`src/rtl/seq_divider_if.sv`:
```
// Request/result bundle for seq_divider: start + operands in, busy/done + results out.
// Pure wiring, no latency of its own.
// No backpressure: the producer holds start until busy drops; results hold until the next done.
interface seq_divider_if #(
    parameter int WIDTH = 4
);
    logic             start;
    logic [WIDTH-1:0] dividend;
    logic [WIDTH-1:0] divisor;
    logic             busy;
    logic             done;
    logic [WIDTH-1:0] quotient;
    logic [WIDTH-1:0] remainder;
    logic             div_by_zero;

    // Requester side (drives operands, observes results)
    modport master (
        output start, dividend, divisor,
        input  busy, done, quotient, remainder, div_by_zero
    );

    // Divider side
    modport slave (
        input  start, dividend, divisor,
        output busy, done, quotient, remainder, div_by_zero
    );
endinterface

```
`src/rtl/seq_divider.sv`:
```
// Unsigned restoring divider: one trial subtraction per clock.
// Latency: done in the cycle after edge E+WIDTH (E = accepting edge); divide-by-zero after E+1.
// Backpressure: start is ignored while busy=1; start in the done cycle is accepted (no gap needed).
//   Ports: clk, rst (async active-high), bus (seq_divider_if.slave: start/dividend/divisor in,
//          busy/done/quotient/remainder/div_by_zero out).
module seq_divider #(
    parameter int WIDTH = 4
) (
    input  logic          clk,
    input  logic          rst,
    seq_divider_if.slave  bus
);
    localparam int CW = (WIDTH > 2) ? $clog2(WIDTH) : 1;

    typedef enum logic [1:0] {
        S_IDLE,
        S_RUN,
        S_DONE
    } state_t;

    state_t           r_state;
    logic [WIDTH-1:0] r_a;      // dividend, shifting left; quotient bits enter the LSB
    logic [WIDTH-1:0] r_d;      // captured divisor
    logic [WIDTH-1:0] r_rem;    // partial remainder
    logic [CW-1:0]    r_cnt;
    logic             r_busy;
    logic             r_done;
    logic [WIDTH-1:0] r_q;
    logic [WIDTH-1:0] r_r;
    logic             r_dbz;

    logic [WIDTH:0]   w_trial;
    logic             w_qbit;
    logic [WIDTH-1:0] w_rem_next;
    logic [WIDTH-1:0] w_a_next;

    // Trial subtraction one bit wider than the operands: the top bit is the borrow,
    // so a clear borrow means the divisor fit and the difference is kept.
    assign w_trial    = {r_rem, r_a[WIDTH-1]} - {1'b0, r_d};
    assign w_qbit     = ~w_trial[WIDTH];
    assign w_rem_next = w_qbit ? w_trial[WIDTH-1:0] : {r_rem[WIDTH-2:0], r_a[WIDTH-1]};
    assign w_a_next   = {r_a[WIDTH-2:0], w_qbit};

    assign bus.busy        = r_busy;
    assign bus.done        = r_done;
    assign bus.quotient    = r_q;
    assign bus.remainder   = r_r;
    assign bus.div_by_zero = r_dbz;

    always_ff @(posedge clk or posedge rst) begin
        if (rst) begin
            r_state <= S_IDLE;
            r_a     <= '0;
            r_d     <= '0;
            r_rem   <= '0;
            r_cnt   <= '0;
            r_busy  <= 1'b0;
            r_done  <= 1'b0;
            r_q     <= '0;
            r_r     <= '0;
            r_dbz   <= 1'b0;
        end else begin
            case (r_state)
                S_RUN: begin
                    r_rem <= w_rem_next;
                    r_a   <= w_a_next;
                    r_cnt <= r_cnt + CW'(1);
                    if (r_cnt == CW'(WIDTH - 1)) begin
                        r_q     <= w_a_next;
                        r_r     <= w_rem_next;
                        r_dbz   <= 1'b0;
                        r_done  <= 1'b1;
                        r_busy  <= 1'b0;
                        r_state <= S_DONE;
                    end
                end
                default: begin
                    if (r_state == S_DONE && r_busy) begin
                        // Divide-by-zero: DONE entered with busy still set, so this
                        // edge publishes the result and the next cycle is the done pulse.
                        r_q    <= '1;
                        r_r    <= r_a;
                        r_dbz  <= 1'b1;
                        r_done <= 1'b1;
                        r_busy <= 1'b0;
                    end else begin
                        // IDLE, or the done cycle: both accept a new request.
                        r_done <= 1'b0;
                        if (bus.start) begin
                            r_a     <= bus.dividend;
                            r_d     <= bus.divisor;
                            r_rem   <= '0;
                            r_cnt   <= '0;
                            r_busy  <= 1'b1;
                            r_state <= (bus.divisor == '0) ? S_DONE : S_RUN;
                        end else begin
                            r_state <= S_IDLE;
                        end
                    end
                end
            endcase
        end
    end
endmodule
```
`src/flat_wrapper.sv`:
```
// flat-port wrapper written by rule: the top's interface ports become plain ports
module seq_divider_flat 
#(
    parameter int WIDTH = 4
)
  (clk, rst, bus_start, bus_dividend, bus_divisor, bus_busy, bus_done, bus_quotient, bus_remainder, bus_div_by_zero);
  seq_divider_if #(.WIDTH(WIDTH)) bus_i ();
  input  logic clk;
  input  logic rst;
  input wire logic [$bits(bus_i.start)-1:0] bus_start;
  input wire logic [$bits(bus_i.dividend)-1:0] bus_dividend;
  input wire logic [$bits(bus_i.divisor)-1:0] bus_divisor;
  output wire logic [$bits(bus_i.busy)-1:0] bus_busy;
  output wire logic [$bits(bus_i.done)-1:0] bus_done;
  output wire logic [$bits(bus_i.quotient)-1:0] bus_quotient;
  output wire logic [$bits(bus_i.remainder)-1:0] bus_remainder;
  output wire logic [$bits(bus_i.div_by_zero)-1:0] bus_div_by_zero;
  assign bus_i.start = bus_start;
  assign bus_i.dividend = bus_dividend;
  assign bus_i.divisor = bus_divisor;
  assign bus_busy = bus_i.busy;
  assign bus_done = bus_i.done;
  assign bus_quotient = bus_i.quotient;
  assign bus_remainder = bus_i.remainder;
  assign bus_div_by_zero = bus_i.div_by_zero;
  seq_divider #(.WIDTH(WIDTH)) u_core (.clk(clk), .rst(rst), .bus(bus_i));
endmodule
```
`config.mk`:
```
export PLATFORM = sky130hd
export DESIGN_NAME = seq_divider_flat
export DESIGN_NICKNAME = d
export VERILOG_FILES = /design/src/rtl/seq_divider_if.sv /design/src/rtl/seq_divider.sv /design/src/flat_wrapper.sv
export SDC_FILE = /design/constraint.sdc
export NUM_CORES = 1
export LEC_CHECK = 0
export CORE_ASPECT_RATIO = 1.25
export CORE_MARGIN = 2
export CORE_UTILIZATION = 50
export CTS_CLUSTER_DIAMETER = 100
export CTS_CLUSTER_SIZE = 16
export DETAILED_ROUTE_END_ITERATION = 12
export PLACE_DENSITY = 0.76
export SETUP_SLACK_MARGIN = 0.5
export SLEW_MARGIN = 20
export SYNTH_ARGS = -nofsm -noshare
export SYNTH_HDL_FRONTEND = slang
export SYNTH_SLANG_ARGS = --single-unit
```
`constraint.sdc`:
```
create_clock -name clk -period 2.5 [get_ports clk]
set_clock_uncertainty 0.15 [all_clocks]
set_input_delay 0.5 -clock clk [delete_from_list [all_inputs] [get_ports clk]]
set_output_delay 0.5 -clock clk [all_outputs]
set_load 0.01 [all_outputs]
```
==> run metrics, run 1 <==
status complete, no violations; critical register-to-register path startpoint u_core.r_a[3]$_DFFE_PP0P_; reg-to-reg endpoint u_core.bus.remainder[0]$_DFFE_PP0P_; antenna-violating nets left 0; # diodes 0; Peak VDD IR a little under 0.9 mV; Main synth FF type dfrtp_1; fill cell count about 220; layout cells sized above 1 0.182; CTS tree built; Setup-failing EPs final 0; deepest clock path buffer count 2; total die area about 3300 sq um; Clock transition at path regs 0.14 ns; RSZ-0062 raised after global routing true; Synth area leaders dfrtp_1, nand2_1, o21ai_0, mux2_2, ha_1; met3 usage 0.0474; Seq cells post-synth 27; Mapped Area between 1000 and 1500 sq um; routed len/inst approximately 16 um; gr ovfl total 0; drt first pass iters 4; Worst EP required 2.59 ns; vias per cell a little under 6; initial antenna violation count 0; Post-synth ARST share 1.00; count leader, synth dfrtp_1; Rel. slew slack 0.657; hold_buf cts 0; class of the worst hold path flip-flop to flip-flop; Post-Syn Instances around 150; core box area approximately 2700 sq um; Post-synth top cells dfrtp_1, nand2_1, o21ai_0, a21oi_1, nor2_1; Power Density ~1500 nW/um^2; total CTS buffers 3; Max-Cap Viols 0; DP HPWL 2370 um; # IOs 22; synth unique cells 31; worst slew pin tran 0.509 ns; Slew Limit Fails 0; gr usage total 0.231; GR peak layer met2; Hold Crit Endpoint u_core.r_cnt[0]$_DFFE_PP0P_; vias 1279; hold_sp u_core.r_cnt[0]$_DFFE_PP0P_; Post-synth EDFFs 0; hold path depth 1; startpoint types flip-flop; post-synth top area share 0.481; largest net degree at the start of global routing 28; CTS HTree Levels 1; crit path cell chain inv_2 -> ha_4 -> fa_2 -> nand2b_4 -> a21oi_4 -> xor2_4 -> mux2_4 -> a32oi_2; met1 usage 0.296; Sequential Area between 600 and 700 sq um; Die Span Y around 63 um; Layout Utilization 0.680; Period minus WS final ~2.4 ns; initial drt markers 66; Crit path max-delay family adder cells; Avg Inst Size Synth between 9 and 10 sq um; Reg2Reg Setup Slack roughly 0.14 ns; routed wire length between 3000 and 4000 um; Fmax between 400 and 500 MHz; CP Buf/Inv Count 1; Clock Root Buffer clkbuf_4; Initial Util 0.524; Final period util 0.944; Sum Neg Setup Slack 0 ns; endpoint arrival time on the critical path 2.45 ns; synth warn 0; Synth Net Count around 170; Lkg Pwr approximately 0.00081 uW; Post-route DRC 0; cell total after placement 204; met2 usage 0.367; crit-path max FO 5; Hold Vio Cnt, Final 0; kind of critical path flip-flop to flip-flop; Crit-path slowest cell dfrtp_1; Die Span X roughly 51 um; Critical Path End Type flip-flop; area leader, netlist dfrtp_1; clock sink count 27; row count 21; register area share after synthesis 0.481; Layout Nets ~200; first-pass GRT wire length roughly 5700 um; Worst-Skew Late Latency about 0.32 ns; fin cells around 220; Hold WS about 0.33 ns; slowest stage delay, CP ~0.4 ns; vias in the first global route about 1200; area of the multi-input gates ~760 sq um; GPL Wtd Cong roughly 0.93; R2R depth 8; Layout area overhead 29.7%; I/O Buffers 21
-- cell usage in the layout (no fill, tap or decap), types with 2 or more instances in the layout --
| master | count |
|---|---|
| a31oi_1 | 3 |
| nor2b_1 | 3 |
| o21ai_0 | 13 |
| clkdlybuf4s50_1 | 21 |
| inv_1 | 6 |
| a32oi_2 | 2 |
| clkbuf_4 | 3 |
| dfrtp_1 | 27 |
| buf_4 | 11 |
| nor2_1 | 11 |
| o22ai_1 | 3 |
| o21ai_1 | 2 |
| nand3_1 | 6 |
| a21oi_1 | 11 |
| mux2_4 | 2 |
| ha_1 | 4 |
| and3_1 | 3 |
| mux2_2 | 4 |
| nand2_1 | 24 |
-- sequential cells by signal, indices dropped and copies added (netlist names) --
name                    flops
u_core.bus.quotient         4
u_core.bus.remainder        4
u_core.r_a                  4
u_core.r_d                  4
u_core.r_rem                4
u_core.r_cnt                2
u_core.r_state              2
u_core.bus.busy             1
u_core.bus.div_by_zero      1
u_core.bus.done             1
-- where the power goes --
part           total, uW  leakage, uW  internal [uW]  switching [uW]
Combinational       1750     0.000477            870             880
Clock                189    0.0000150           62.4             126
Sequential           839     0.000316            639             200
Total               2780     0.000808           1570            1210
-- per-layer routing --
metal  vias up  wire length, um
met5         -                0
met4         0              142
met3        22              184
met2        60             1740
met1       611             1380
li1        586                -
-- worst max path at each step --
stage               slack, ns  depth (start not counted)                       from                             endpoint
floorplan                0.31                          8  u_core.r_a[3]$_DFFE_PP0P_  u_core.bus.remainder[1]$_DFFE_PP0P_
global placement         0.27                          8  u_core.r_a[3]$_DFFE_PP0P_  u_core.bus.remainder[0]$_DFFE_PP0P_
detailed placement       0.15                          8  u_core.r_a[3]$_DFFE_PP0P_  u_core.bus.remainder[1]$_DFFE_PP0P_
CTS                      0.18                          8  u_core.r_a[3]$_DFFE_PP0P_  u_core.bus.remainder[1]$_DFFE_PP0P_
global route              0.1                          8  u_core.r_a[3]$_DFFE_PP0P_  u_core.bus.remainder[0]$_DFFE_PP0P_
finish                   0.14                          8  u_core.r_a[3]$_DFFE_PP0P_  u_core.bus.remainder[0]$_DFFE_PP0P_
-- cells by family (layout without fill, tap and decap cells) --
logic type                 Yosys count  count (layout)  share of synthesized area
buffers and inverters               11              43                     0.0303
adders and majority gates            6               6                     0.0588
muxes                                8               8                     0.0623
and+or+nand+nor                     52              52                      0.164
DFF                                 27              27                      0.481
xor gates and xnor gates             3               3                     0.0240
AOI/OAI and AO/OA                   42              42                      0.180
-- through the flow --
step / worst slack [ns] / power, uW / instance area (sq um)
6_report: 0.140 / 2780 / 1820
4_1_cts: 0.184 / 2640 / 1780
5_1_grt: 0.100 / 2970 / 1820
3_5_place_dp: 0.152 / 2360 / 1720
3_3_place_gp: 0.268 / 2290 / 1720
2_1_floorplan: 0.311 / 1900 / 1450
-- final cells by class --
class,instances,share of cell area
multi-input cells,111,0.416
flip-flops and latches,27,0.371
repair buffers,32,0.161
well taps,34,0.0234
clock buffers,4,0.0144
inverters,7,0.0144
-- timing repair --
action                                 in CTS  in global routing
gates cloned                                0                  0
setup buffers                               4                  3
pin swaps                                   6                  1
gates resized for setup                     1                  3
endpoints found under the hold margin       0                  0
setup endpoints to repair                  10                 11
(Power assumes the default switching activity.)
==> run 2, diff against run 1 <==
--- a/config.mk
+++ b/config.mk
@@ -5,13 +5,14 @@
 export SDC_FILE = /design/constraint.sdc
 export NUM_CORES = 1
 export LEC_CHECK = 0
+export CAP_MARGIN = 20
 export CORE_ASPECT_RATIO = 1.25
 export CORE_MARGIN = 2
-export CORE_UTILIZATION = 50
+export CORE_UTILIZATION = 47
 export CTS_CLUSTER_DIAMETER = 100
 export CTS_CLUSTER_SIZE = 16
 export DETAILED_ROUTE_END_ITERATION = 12
-export PLACE_DENSITY = 0.76
+export PLACE_DENSITY = 0.75
 export SETUP_SLACK_MARGIN = 0.5
 export SLEW_MARGIN = 20
 export SYNTH_ARGS = -nofsm -noshare
==> constraint.sdc (replaced) <==
create_clock -name clk -period 2 [get_ports clk]
set_clock_uncertainty 0.15 [all_clocks]
set_input_delay 0.4 -clock clk [delete_from_list [all_inputs] [get_ports clk]]
set_output_delay 0.4 -clock clk [all_outputs]
set_load 0.01 [all_outputs]
==> run 2 against run 1 <==
The run now ends with negative setup slack left. Largest cell class unchanged. Critical path depth down 1. Die area up 5.9%. Clock power up 32%.
==> run metrics, run 2 (same netlist as run 1, synthesis figures left out) <==
commonest non-fill, non-tap cells in the layout buf_4, dfrtp_1, nand2_1, o21ai_0; Final period util 1.14 (+0.195); Hold WS 0.248 ns (-0.0840 ns); Hold Vio Cnt, Final 0 (unchanged); CTS HTree Levels 1 (unchanged); met2 usage 0.441 (+0.0736); clock sink count 27 (unchanged); DP HPWL 2570 um (+8.3%); Sum Neg Setup Slack -2.07 ns (-2.07 ns); gr usage total 0.255 (+0.0246); layout cells sized above 1 0.401 (+0.219); class of the worst hold path input pin to asynchronous set/reset pin; Worst EP required 2.12 ns (-0.47 ns); Layout Nets 225 (+13%); Reg2Reg Setup Slack -0.28 ns (-0.42 ns); R2R depth 7 (-1); Layout area overhead 48.8%; antenna-violating nets left 0 (unchanged); Final Power 4100 uW (+48%); vias per cell 5.66 (-4.9%); Period minus WS final 2.28 ns (-0.0816 ns); first-pass GRT wire length 6510 um (+14%); row count 22 (+4.8%); GR peak layer met2; GPL Wtd Cong 0.892 (-4.0%); Lkg Pwr 0.000989 uW (+22%); critical register-to-register path startpoint u_core.r_d[0]$_DFFE_PP0P_; Peak VDD IR 1.38 mV (+56%); Die Span X 52.9 um (+2.9%); core box area 2890 sq um (+7.8%); status finished, violations left; sequential share of power 0.253 (-0.049); Post-route DRC 0 (unchanged); CTS tree built; Setup-failing EPs final 10 (+10); Rel. slew slack 0.765 (+0.108); reg-to-reg endpoint u_core.bus.remainder[0]$_DFFE_PP0P_; Power Density 1960 nW/um^2 (+29%); Initial Util 0.486 (-0.0381); largest net degree at the start of global routing 28 (unchanged); Clock Root Buffer clkbuf_4; Setup WS post-layout -0.278 ns (-0.418 ns); routed wire length 3900 um (+13%); commonest non-fill, non-tap cell in the layout buf_4; RSZ-0062 raised after global routing true; Die Span Y 65.1 um (+2.9%); endpoint arrival time on the critical path 2.40 ns (-0.05 ns); initial antenna violation count 0 (unchanged); routed len/inst 16.1 um (+0.15%); Internal Pwr Total 2370 uW (+51%); fin cells 243 (+13%); switch share 0.420 (-0.0139); vias 1375 (+7.5%); crit-path max FO 4 (-1); # diodes 0 (unchanged); cell total after placement 218 (+6.9%); Max-Cap Viols 0 (unchanged); kind of critical path flip-flop to flip-flop; fill cell count 209 (-4.6%); worst slew pin tran 0.353 ns (-0.157 ns); Net Switching 1720 uW (+43%); Critical Path End Type flip-flop; vias in the first global route 1413 (+14%); initial drt markers 39 (-41%); Worst-Skew Late Latency 0.34 ns (+0.02 ns); met1 usage 0.309 (+0.0131); # IOs 22 (unchanged); Comb power frac 0.686 (+0.056); Slew Limit Fails 0 (unchanged); gr ovfl total 0 (unchanged); I/O Buffers 21 (unchanged); failing checks negative setup slack; deepest clock path buffer count 2 (unchanged); Fmax 439 MHz (+3.6%); Layout Utilization 0.723 (+0.0436); Clock transition at path regs 0.15 ns (about the same); total die area 3450 sq um (+5.9%); met3 usage 0.0273 (-0.0201); clock share of power 0.061 (-0.007); drt first pass iters 4 (unchanged); total CTS buffers 3 (unchanged); startpoint types flip-flop
run 2: how the worst max path moves through the flow:
stage	start	end	slack, ns	cells past startpoint
after floorplan	u_core.r_a[3]$_DFFE_PP0P_	u_core.bus.remainder[1]$_DFFE_PP0P_	-0.19	8
after global placement	u_core.r_d[0]$_DFFE_PP0P_	u_core.bus.remainder[0]$_DFFE_PP0P_	-0.19	7
after detailed placement	u_core.r_d[0]$_DFFE_PP0P_	u_core.bus.remainder[0]$_DFFE_PP0P_	-0.25	7
after CTS	u_core.r_d[0]$_DFFE_PP0P_	u_core.bus.remainder[0]$_DFFE_PP0P_	-0.22	7
after global routing	u_core.r_a[3]$_DFFE_PP0P_	u_core.bus.remainder[2]$_DFFE_PP0P_	-0.32	9
final	u_core.r_d[0]$_DFFE_PP0P_	u_core.bus.remainder[0]$_DFFE_PP0P_	-0.28	7
run 2: critical path, stage by stage (launching register included):
cell	delay, ns
dfrtp_1	0.44
ha_4	0.18
fa_2	0.34
nand2b_4	0.15
a21oi_4	0.17
xor2_4	0.24
mux2_4	0.35
a32oi_2	0.19
run 2: layer usage:
layer,vias up,routed length [um]
li1,647,-
met1,683,1530
met2,38,2160
met3,7,130
met4,0,77
met5,-,0
run 2: layout make-up:
cell class | count | area [sq um] | share of cell area
well taps | 36 | 45.0 | 0.0215
inverters | 7 | 26.3 | 0.0126
repair buffers | 57 | 453 | 0.217
flip-flops and latches | 27 | 678 | 0.324
clock buffers | 4 | 26.3 | 0.0126
multi-input cells | 112 | 862 | 0.412
run 2: what timing repair did:
action,CTS,global route
setup buffers,12,8
setup endpoints to repair,34,25
resized for setup,63,14
hold buffers,0,0
pin swaps,6,3
cloned,1,0
run 2: metrics by stage:
| stage | instance area [sq um] | setup slack [ns] |
|---|---|---|
| 2_1_floorplan | 1470 | -0.188 |
| 3_3_place_gp | 1830 | -0.191 |
| 3_5_place_dp | 1830 | -0.254 |
| 4_1_cts | 1960 | -0.215 |
| 5_1_grt | 2090 | -0.320 |
| 6_report | 2090 | -0.278 |
run 2: power by group through the flow:
stage	Sequential [uW]	Combinational, uW	Clock [uW]
detailed placement	1040	2100	0
finish	1040	2810	250
CTS	1030	2450	251
global placement	1030	2030	0
floorplan	1020	1380	0
global route	1070	3080	263
==> run 3, diff against run 2 <==
--- a/config.mk
+++ b/config.mk
@@ -7,11 +7,11 @@
 export LEC_CHECK = 0
 export CAP_MARGIN = 20
 export CORE_ASPECT_RATIO = 1.25
-export CORE_MARGIN = 2
 export CORE_UTILIZATION = 47
 export CTS_CLUSTER_DIAMETER = 100
 export CTS_CLUSTER_SIZE = 16
 export DETAILED_ROUTE_END_ITERATION = 12
+export GPL_ROUTABILITY_DRIVEN = 0
 export PLACE_DENSITY = 0.75
 export SETUP_SLACK_MARGIN = 0.5
 export SLEW_MARGIN = 20
==> run 3 against run 2 <==
The flow still finishes with violations (negative setup slack). Combinational power fell by 5%. Register-to-register slack barely moved. Hold slack improved by 0.0023 ns. Fmax rose by 0.18%. Die area fell by 6.7%. Wire length rose by 2.9%. Sequential cell count did not move. Sequential power barely moved. Clock power barely moved. Via count rose by 2.1%. Global-route usage rose by 0.64 points. First-iteration DRC count rose by 26%. Largest power group unchanged.
==> run metrics, run 3 (same netlist as run 1, synthesis figures left out) <==
vias in the first global route 1399 (-0.99%); vias per cell 5.71 (+0.86%); Die Span X 50.9 um (-3.8%); total CTS buffers 3 (unchanged); met1 usage 0.303 (-0.00542); crit-path max FO 5 (+1); DP Area 1830 sq um (-0.14%); Hold Vio Cnt, Final 0 (unchanged); Worst EP required 2.12 ns (about the same); clock sink count 27 (unchanged); antenna-violating nets left 0 (unchanged); vias 1404 (+2.1%); largest net degree at the start of global routing 28 (unchanged); initial antenna violation count 0 (unchanged); gr usage total 0.262 (+0.00644); Post-route DRC 0 (unchanged); Layout Nets 230 (+2.2%); layout cells sized above 1 0.401 (about the same); met2 usage 0.469 (+0.0281); Period minus WS final 2.27 ns (-0.00415 ns); Setup-failing EPs final 10 (unchanged); Worst-Skew Late Latency 0.34 ns (about the same); RSZ-0062 raised after global routing true; Fmax 440 MHz (+0.18%); Initial Util 0.509 (+0.0231); Slew Limit Fails 0 (unchanged); deepest clock path buffer count 2 (unchanged); status finished, violations left; Max-Cap Viols 0 (unchanged); I/O Buffers 21 (unchanged); routed len/inst 16.3 um (+1.7%); first-pass GRT wire length 6290 um (-3.4%); Setup WS post-layout -0.274 ns (+0.00415 ns); Clock transition at path regs 0.15 ns (about the same); worst slew pin tran 0.356 ns (+0.00298 ns); total die area 3210 sq um (-6.7%); initial drt markers 49 (+26%); Layout area overhead 48.1%; # diodes 0 (unchanged); failing checks negative setup slack; Clock Root Buffer clkbuf_4; DP HPWL 2620 um (+2.1%); commonest non-fill, non-tap cells in the layout buf_4, dfrtp_1, nand2_1, o21ai_0; fill cell count 194 (-7.2%); drt first pass iters 4 (unchanged); commonest non-fill, non-tap cell in the layout buf_4; class of the worst hold path input pin to asynchronous set/reset pin; Sum Neg Setup Slack -2.18 ns (-0.109 ns); CTS tree built; Critical Path End Type flip-flop; row count 21 (-4.5%); kind of critical path flip-flop to flip-flop; Peak VDD IR 1.33 mV (-3.5%); endpoint arrival time on the critical path 2.39 ns (about the same); Rel. slew slack 0.763 (-0.00199); Final period util 1.14 (-0.00207); gr ovfl total 0 (unchanged); # IOs 22 (unchanged); Power Density 1890 nW/um^2 (-3.4%); Lkg Pwr 0.000994 uW (+0.56%); GR peak layer met2; CTS HTree Levels 1 (unchanged); core box area 2760 sq um (-4.5%); met3 usage 0.0338 (+0.00654); Die Span Y 63.1 um (-3.1%); startpoint types flip-flop; final instance area 2080 sq um (-0.48%); routed wire length 4020 um (+2.9%)
==> run 3: stage by stage <==
stage	hold WS [ns]	utilization	total power [uW]	std cells	worst slack, ns
after floorplan	0.296	-	2400	149	-0.188
after global placement	0.312	0.663	3070	216	-0.190
after detailed placement	0.334	0.663	3180	216	-0.250
after CTS	0.263	0.696	3550	232	-0.244
after global routing	0.294	0.754	4210	246	-0.345
final	0.250	0.754	3940	246	-0.274
==> run 3: per-layer routing <==
layer | part of all wire | up-vias
met1 | 0.41 | 681
li1 | - | 654
met5 | 0 | -
met2 | 0.52 | 56
met4 | 0.033 | 0
met3 | 0.041 | 13
==> run 3: power breakdown <==
part           total [uW]  internal [uW]  leakage, uW  switching (uW)
logic                2670           1390     0.000666            1280
registers            1030            802     0.000314             224
clock network         247           78.4    0.0000150             169
==> run 3: final timing paths <==
check | from | cells past startpoint | endpoint | slack, ns
worst min-delay path | rst | 3 | u_core.bus.quotient[2]$_DFFE_PP0P_ | 0.25
worst max register to register | u_core.r_a[3]$_DFFE_PP0P_ | 8 | u_core.bus.remainder[0]$_DFFE_PP0P_ | -0.27
max in group asynchronous | rst | 3 | u_core.r_state[0]$_DFFE_PP0P_ | 1.15
worst min register to register | u_core.r_d[3]$_DFFE_PP0P_ | 1 | u_core.r_d[3]$_DFFE_PP0P_ | 0.38
worst max-delay path | u_core.r_a[3]$_DFFE_PP0P_ | 8 | u_core.bus.remainder[0]$_DFFE_PP0P_ | -0.27
min in group clk | u_core.r_d[3]$_DFFE_PP0P_ | 1 | u_core.r_d[3]$_DFFE_PP0P_ | 0.38
==> run 3: repair_timing <==
item	4_1_cts	5_1_grt
cloned	1	0
buffers inserted	11	14
setup endpoints to repair	34	22
hold buffers	0	0
gates resized for setup	55	13
pin swaps	6	3
==> run 3: layout make-up <==
class | instances | area, sq um | area share
multi-input combinational | 112 | 833 | 0.400
timing repair buffer | 62 | 474 | 0.228
inverter | 7 | 26.3 | 0.0126
sequential | 27 | 678 | 0.326
clock buffer | 4 | 26.3 | 0.0126
tap | 34 | 42.5 | 0.0204
==> run 3: worst max-delay path, cell delays in order (launching register included) <==
cell	delay, ns
dfrtp_1	0.41
inv_2	0.06
ha_4	0.16
fa_2	0.34
nand2b_4	0.16
a21oi_4	0.20
xor2_4	0.26
mux2_4	0.34
a32oi_2	0.14
==> edit 1: new RTL, flow settings as in run 3 <==
`WIDTH` is set to 4 in 3 places; all go to 8.
--- a/src/rtl/seq_divider_if.sv
+++ b/src/rtl/seq_divider_if.sv
@@ -4,3 +4,3 @@
 interface seq_divider_if #(
-    parameter int WIDTH = 4
+    parameter int WIDTH = 8
 );
--- a/src/rtl/seq_divider.sv
+++ b/src/rtl/seq_divider.sv
@@ -6,3 +6,3 @@
 module seq_divider #(
-    parameter int WIDTH = 4
+    parameter int WIDTH = 8
 ) (
--- a/src/flat_wrapper.sv
+++ b/src/flat_wrapper.sv
@@ -3,3 +3,3 @@
 #(
-    parameter int WIDTH = 4
+    parameter int WIDTH = 8
 )
Interface: changed (resized bus_dividend, bus_divisor, bus_quotient and bus_remainder); port bits go from 22 to 38. No check against the original RTL was run, so the function may have changed too.
==> edit 1 against run 3 <==
The run still ends with negative setup slack left. Sequential cell count up 21. Clock power rose to 3.4 times the old value. First-iteration DRC count grew to 3.4 times the old value. Combinational power increased by 92%. Final cell count up 65%. Via count grew 68%. Final area rose by 86%. Core utilization increased by 0.74 points. Power up 99%. Routed wire length up 89%. Area after synthesis grew 77%. Setup slack lost 0.22 ns. Sequential power up 83%.
==> edit 1: results (changes against run 3) <==
Synthesis
  – Syn nets: 273 (+64%)
  – Synth top area cells: dfrtp_1 48%, mux2i_1 5.6%, ha_1 5.0%
  – Post-synthesis xor/xnor area fraction: 0.0176 (-0.00643)
  – Seq/Total Area, Yosys: 0.483 (+0.00229)
  – Most frequent cells after synthesis: 48 x dfrtp_1, 24 x nor2_1, 21 x nand2_1, 15 x o21ai_1
  – Synth Area in Compound Gates: 0.160 (-0.0203)
  – Adder-Cell Fraction of Synth Area: 0.0584 (-0.000392)
  – Mux contribution to synthesized area: 0.112 (+0.0499)

Clocking
  – Post-cts repair resize count: 86 (+56%)
  – CTS buffer count: 5 (+2)
  – CTS clock-pin slew for the worst setup and hold paths: 0.09 ns (-0.06 ns)
  – Setup bufs post-CTS: 16 (+5)
  – Clock root cell: clkbuf_8

Final layout
  – Net count reported at finish: 375 (+63%)
  – Filler instances: 329 (+70%)
  – Share of cells above drive strength 1: 0.441 (+0.0396)

Run status
  – Failing checks: negative setup slack
  – Status: complete, but fails checks

Critical path
  – Crit path DAT: 2.53 ns (+0.14 ns)
  – Delay-heaviest family, CP: multiplexers
  – CP Max Fanout: 4 (-1)
  – FF-to-FF Start: u_core.r_a[7]
  – CP max stage delay: 0.39 ns (-0.02 ns)

Routing
  – Routed len/inst: 18.7 um (+14%)
  – WL met2: 3790 um (+83%)
  – Met3 wire length: 383 um (+130%)
  – Iter 0 DRT Violations: 166 (+240%)

Global route
  – Vias in the first global route: 2249 (+61%)
  – Largest net degree at the start of global routing: 49 (+75%)
  – First-pass GRT wire length: 11000 um (+75%)
  – Met3 GRT Util: 0.0302 (-0.00360)
  – GRT Overall Usage: 0.267 (+0.00551)

Power
  – Leak: 1.77 nW (+78%)
  – Max VDD drop: 1.34 mV (about the same)
  – P_int: 4.56 mW (+100%)

Placed design
  – Port Buffers: 37 (+76%)
  – Hpwl dp: 4160 um (+59%)

Timing
  – Slew @ Worst Pin: 0.412 ns (+0.0563 ns)
  – Worst Slack Setup Final: -0.497 ns (-0.223 ns)
  – Final Setup Violations: 18 (+8)
edit 1: cell types whose count changed after synthesis, sizes merged, moves of 9 or more:
cell / before / now
mux2i: 2 / 15
o21ai: 16 / 25
dfrtp: 27 / 48
nor2: 11 / 25
nor3: 0 / 10
edit 1: area by class of cell:
type                    instances  area (um^2)  share of cell area
clock inverters                 2         60.1              0.0155
repair buffers                101          862               0.223
clock buffers                   5         68.8              0.0178
multi-input cells             177         1550               0.400
well taps                      62         77.6              0.0201
inverters                      12         48.8              0.0126
flip-flops and latches         48         1200               0.311
edit 1: power by group through the flow:
stage	Sequential (mW)	Clock, mW	Combinational (mW)
detailed placement	1.81	0	4.07
finish	1.88	0.838	5.13
global route	1.93	0.869	5.50
global placement	1.80	0	3.98
CTS	1.82	0.837	4.46
floorplan	1.82	0	2.57
edit 1: stage by stage:
step	setup WS (ns)	instance area, um^2	TNS, ns	power (mW)
6_report	-0.497	3870	-7.88	7.84
5_1_grt	-0.601	3870	-9.54	8.30
4_1_cts	-0.458	3680	-6.78	7.11
3_5_place_dp	-0.541	3240	-8.17	5.88
3_3_place_gp	-0.465	3240	-7.04	5.77
2_1_floorplan	-0.403	2580	-5.63	4.39
edit 1: how the worst min path moves through the flow:
stage          slack [ns]                      to               from
5_1_grt              0.34           u_core.r_d[3]     bus_divisor[3]
4_1_cts              0.32           u_core.r_d[7]     bus_divisor[7]
6_report             0.32           u_core.r_d[7]     bus_divisor[7]
3_5_place_dp         0.35           u_core.r_d[3]      u_core.r_d[3]
2_1_floorplan        0.28         u_core.bus.busy                rst
3_3_place_gp         0.33  u_core.bus.div_by_zero  u_core.r_state[0]
edit 1: kinds of logic after synthesis:
logic type      after synthesis
compound gates               63
buf+inv                      22
fa+ha+maj                    11
xor+xnor                      5
simple gates                 69
mux                          25
flops                        48
==> edit 2: new RTL, settings of run 3 <==
Without the edit above. Re-encode `state_t` (3 states) as one-hot, 3 bits wide.
--- a/src/rtl/seq_divider.sv
+++ b/src/rtl/seq_divider.sv
@@ -14,6 +14,6 @@
 
-    typedef enum logic [1:0] {
-        S_IDLE,
-        S_RUN,
-        S_DONE
+    typedef enum logic [2:0] {
+        S_IDLE = 3'b001,
+        S_RUN  = 3'b010,
+        S_DONE = 3'b100
     } state_t;
Behaviour: same outputs for any inputs over 10 cycles, from zero or initial values and one cycle with rst high; not proved beyond that.
==> edit 2 against run 3 <==
The run still ends with negative setup slack left. Largest power group unchanged. Critical path type unchanged. Sequential cell count grew 1. Power decreased by 0.42%. Setup slack worse by 0.011 ns. Area after synthesis is 8.0% higher. Synthesized cell count is 2.7% higher. Die area is 7.7% higher. Routed wire length rose by 21%. Final area rose by 11%. Final cell count grew 4.1%. Global-route usage rose by 3.3 points.
==> edit 2: results (changes against run 3) <==
Run status
  – Status: complete, but fails checks
  – Failing checks: negative setup slack

Critical path
  – R2r endpoint: u_core.bus.remainder[1]
  – Delay-heaviest family, CP: compound AO/OA/AOI/OAI gates
  – Cell count of the worst reg-to-reg path: 9 (+1)
  – CP Max Fanout: 4 (-1)

Synthesis
  – Post-synthesis xor/xnor area fraction: 0.0173 (-0.00673)
  – Netlist cell types: 42 (+35%)
  – Synth Area in Compound Gates: 0.220 (+0.0402)
  – Seq/Total Area, Yosys: 0.462 (-0.0184)
  – Syn avg cell area: 9.92 um^2 (+5.2%)
  – Most frequent cells after synthesis: 27 x dfrtp_1, 19 x nand2_1, 17 x nor2_1, 8 x inv_1
  – Mux contribution to synthesized area: 0.0363 (-0.0261)
  – Adder-Cell Fraction of Synth Area: 0.0544 (-0.00436)
  – Syn nets: 170 (+2.4%)
  – Synth top area cells: dfrtp_1 45%, nand2_1 4.7%, nor2_1 4.2%

Power
  – PwrDens: 1700 mW/mm^2 (-10%)
  – Leak: 1.08 nW (+8.1%)
  – Max VDD drop: 1.04 mV (-22%)

Final layout
  – Net count reported at finish: 238 (+3.5%)
  – Filler instances: 186 (-4.1%)
  – Share of cells above drive strength 1: 0.455 (+0.0536)
  – Post-route non-filler standard cell count: 256 (+4.1%)

Timing
  – Relative slew slack: 0.665 (-0.0977)
  – Setup TNS: -1.97 ns (+0.208 ns)
  – Worst Slack Setup Final: -0.285 ns (-0.0112 ns)
  – Final Setup Violations: 10 (unchanged)

Global route
  – Largest net degree at the start of global routing: 19 (-32%)
  – Initial antenna violation count: 0 (unchanged)
  – Vias in the first global route: 1521 (+8.7%)
  – GRT Overall Usage: 0.295 (+0.0335)
  – First-pass GRT wire length: 7200 um (+14%)

Routing
  – Post-Route WL: 4840 um (+21%)
  – Iter 0 DRT Violations: 82 (+67%)
  – Vias/cell: 6.02 (+5.5%)

Placed design
  – Setup slack at placement: -0.275 ns (-0.0251 ns)
  – Hpwl dp: 2820 um (+7.5%)
  – Inst Count DP: 220 (+1.9%)
  – Area post-placement: 0.00190 mm^2 (+4.0%)

Hold path
  – HP Class: in -> async

Clocking
  – Max Root-Sink Buffers: 2 (unchanged)
-- edit 2: changes by cell type in the layout (fill, tap and decap cells not counted), moves of 4 or more --
cell,before,now
nand2_1,22,17
o21ai_0,13,2
o211ai_1,0,4
buf_6,3,7
o21a_1,0,4
o22a_1,0,4
nand3_1,5,0
nor2_4,0,4
a21oi_1,11,3
-- edit 2: final cells by class --
type,count,area share
repair buffers,69,0.239
multi-input cells,111,0.406
inverters,8,0.0130
flip-flops and latches,28,0.306
clock buffers,4,0.0157
well taps,36,0.0195
-- edit 2: report_power, final --
group          total [mW]  switching, mW  internal (mW)
clock network       0.287          0.175          0.112
logic                2.59           1.23           1.36
registers            1.05          0.221          0.825
-- edit 2: layer usage --
metal,GRT usage,part of all wire,up-vias,wire length (um)
met2,0.519,0.53,84,2560
met4,0.197,0.061,0,296
li1,-,-,674,-
met5,0,0,-,0
met1,0.323,0.36,750,1740
met3,0.0301,0.050,33,242
-- edit 2: worst min path at each step --
stage	from	endpoint	slack [ns]	cells past startpoint
3_5_place_dp	u_core.r_cnt[0]	u_core.r_cnt[0]	0.33	1
4_1_cts	rst	u_core.r_cnt[0]	0.22	2
3_3_place_gp	u_core.r_cnt[0]	u_core.r_cnt[0]	0.31	1
2_1_floorplan	bus_start	u_core.r_state[0]	0.28	1
5_1_grt	rst	u_core.bus.done	0.24	2
6_report	rst	u_core.bus.done	0.21	2
-- edit 2: kinds of logic after synthesis --
family | count (synthesis)
flip-flops | 28
AO/OA/AOI/OAI | 44
XOR/XNOR | 3
AND/OR/NAND/NOR | 53
buffers and inverters | 14
multiplexers | 5
adder cells (fa/ha/maj) | 6
-- edit 2: worst reg2reg max path, stage by stage (launching register included) --
cell      delay, ns
dfrtp_1        0.41
inv_2          0.06
ha_4           0.16
fa_2           0.36
nand2b_4       0.16
a21oi_4        0.19
buf_4          0.16
a211o_1        0.14
nand2_2        0.09
o32a_4         0.32
-- edit 2: repair_timing --
item                                   4_1_cts  5_1_grt
hold buffers                                 0        0
setup endpoints to repair                   36       25
gates cloned                                 2        0
pin swaps                                   15        7
endpoints found under the hold margin        0        0
resized for setup                           73       16
buffers inserted                            27        3
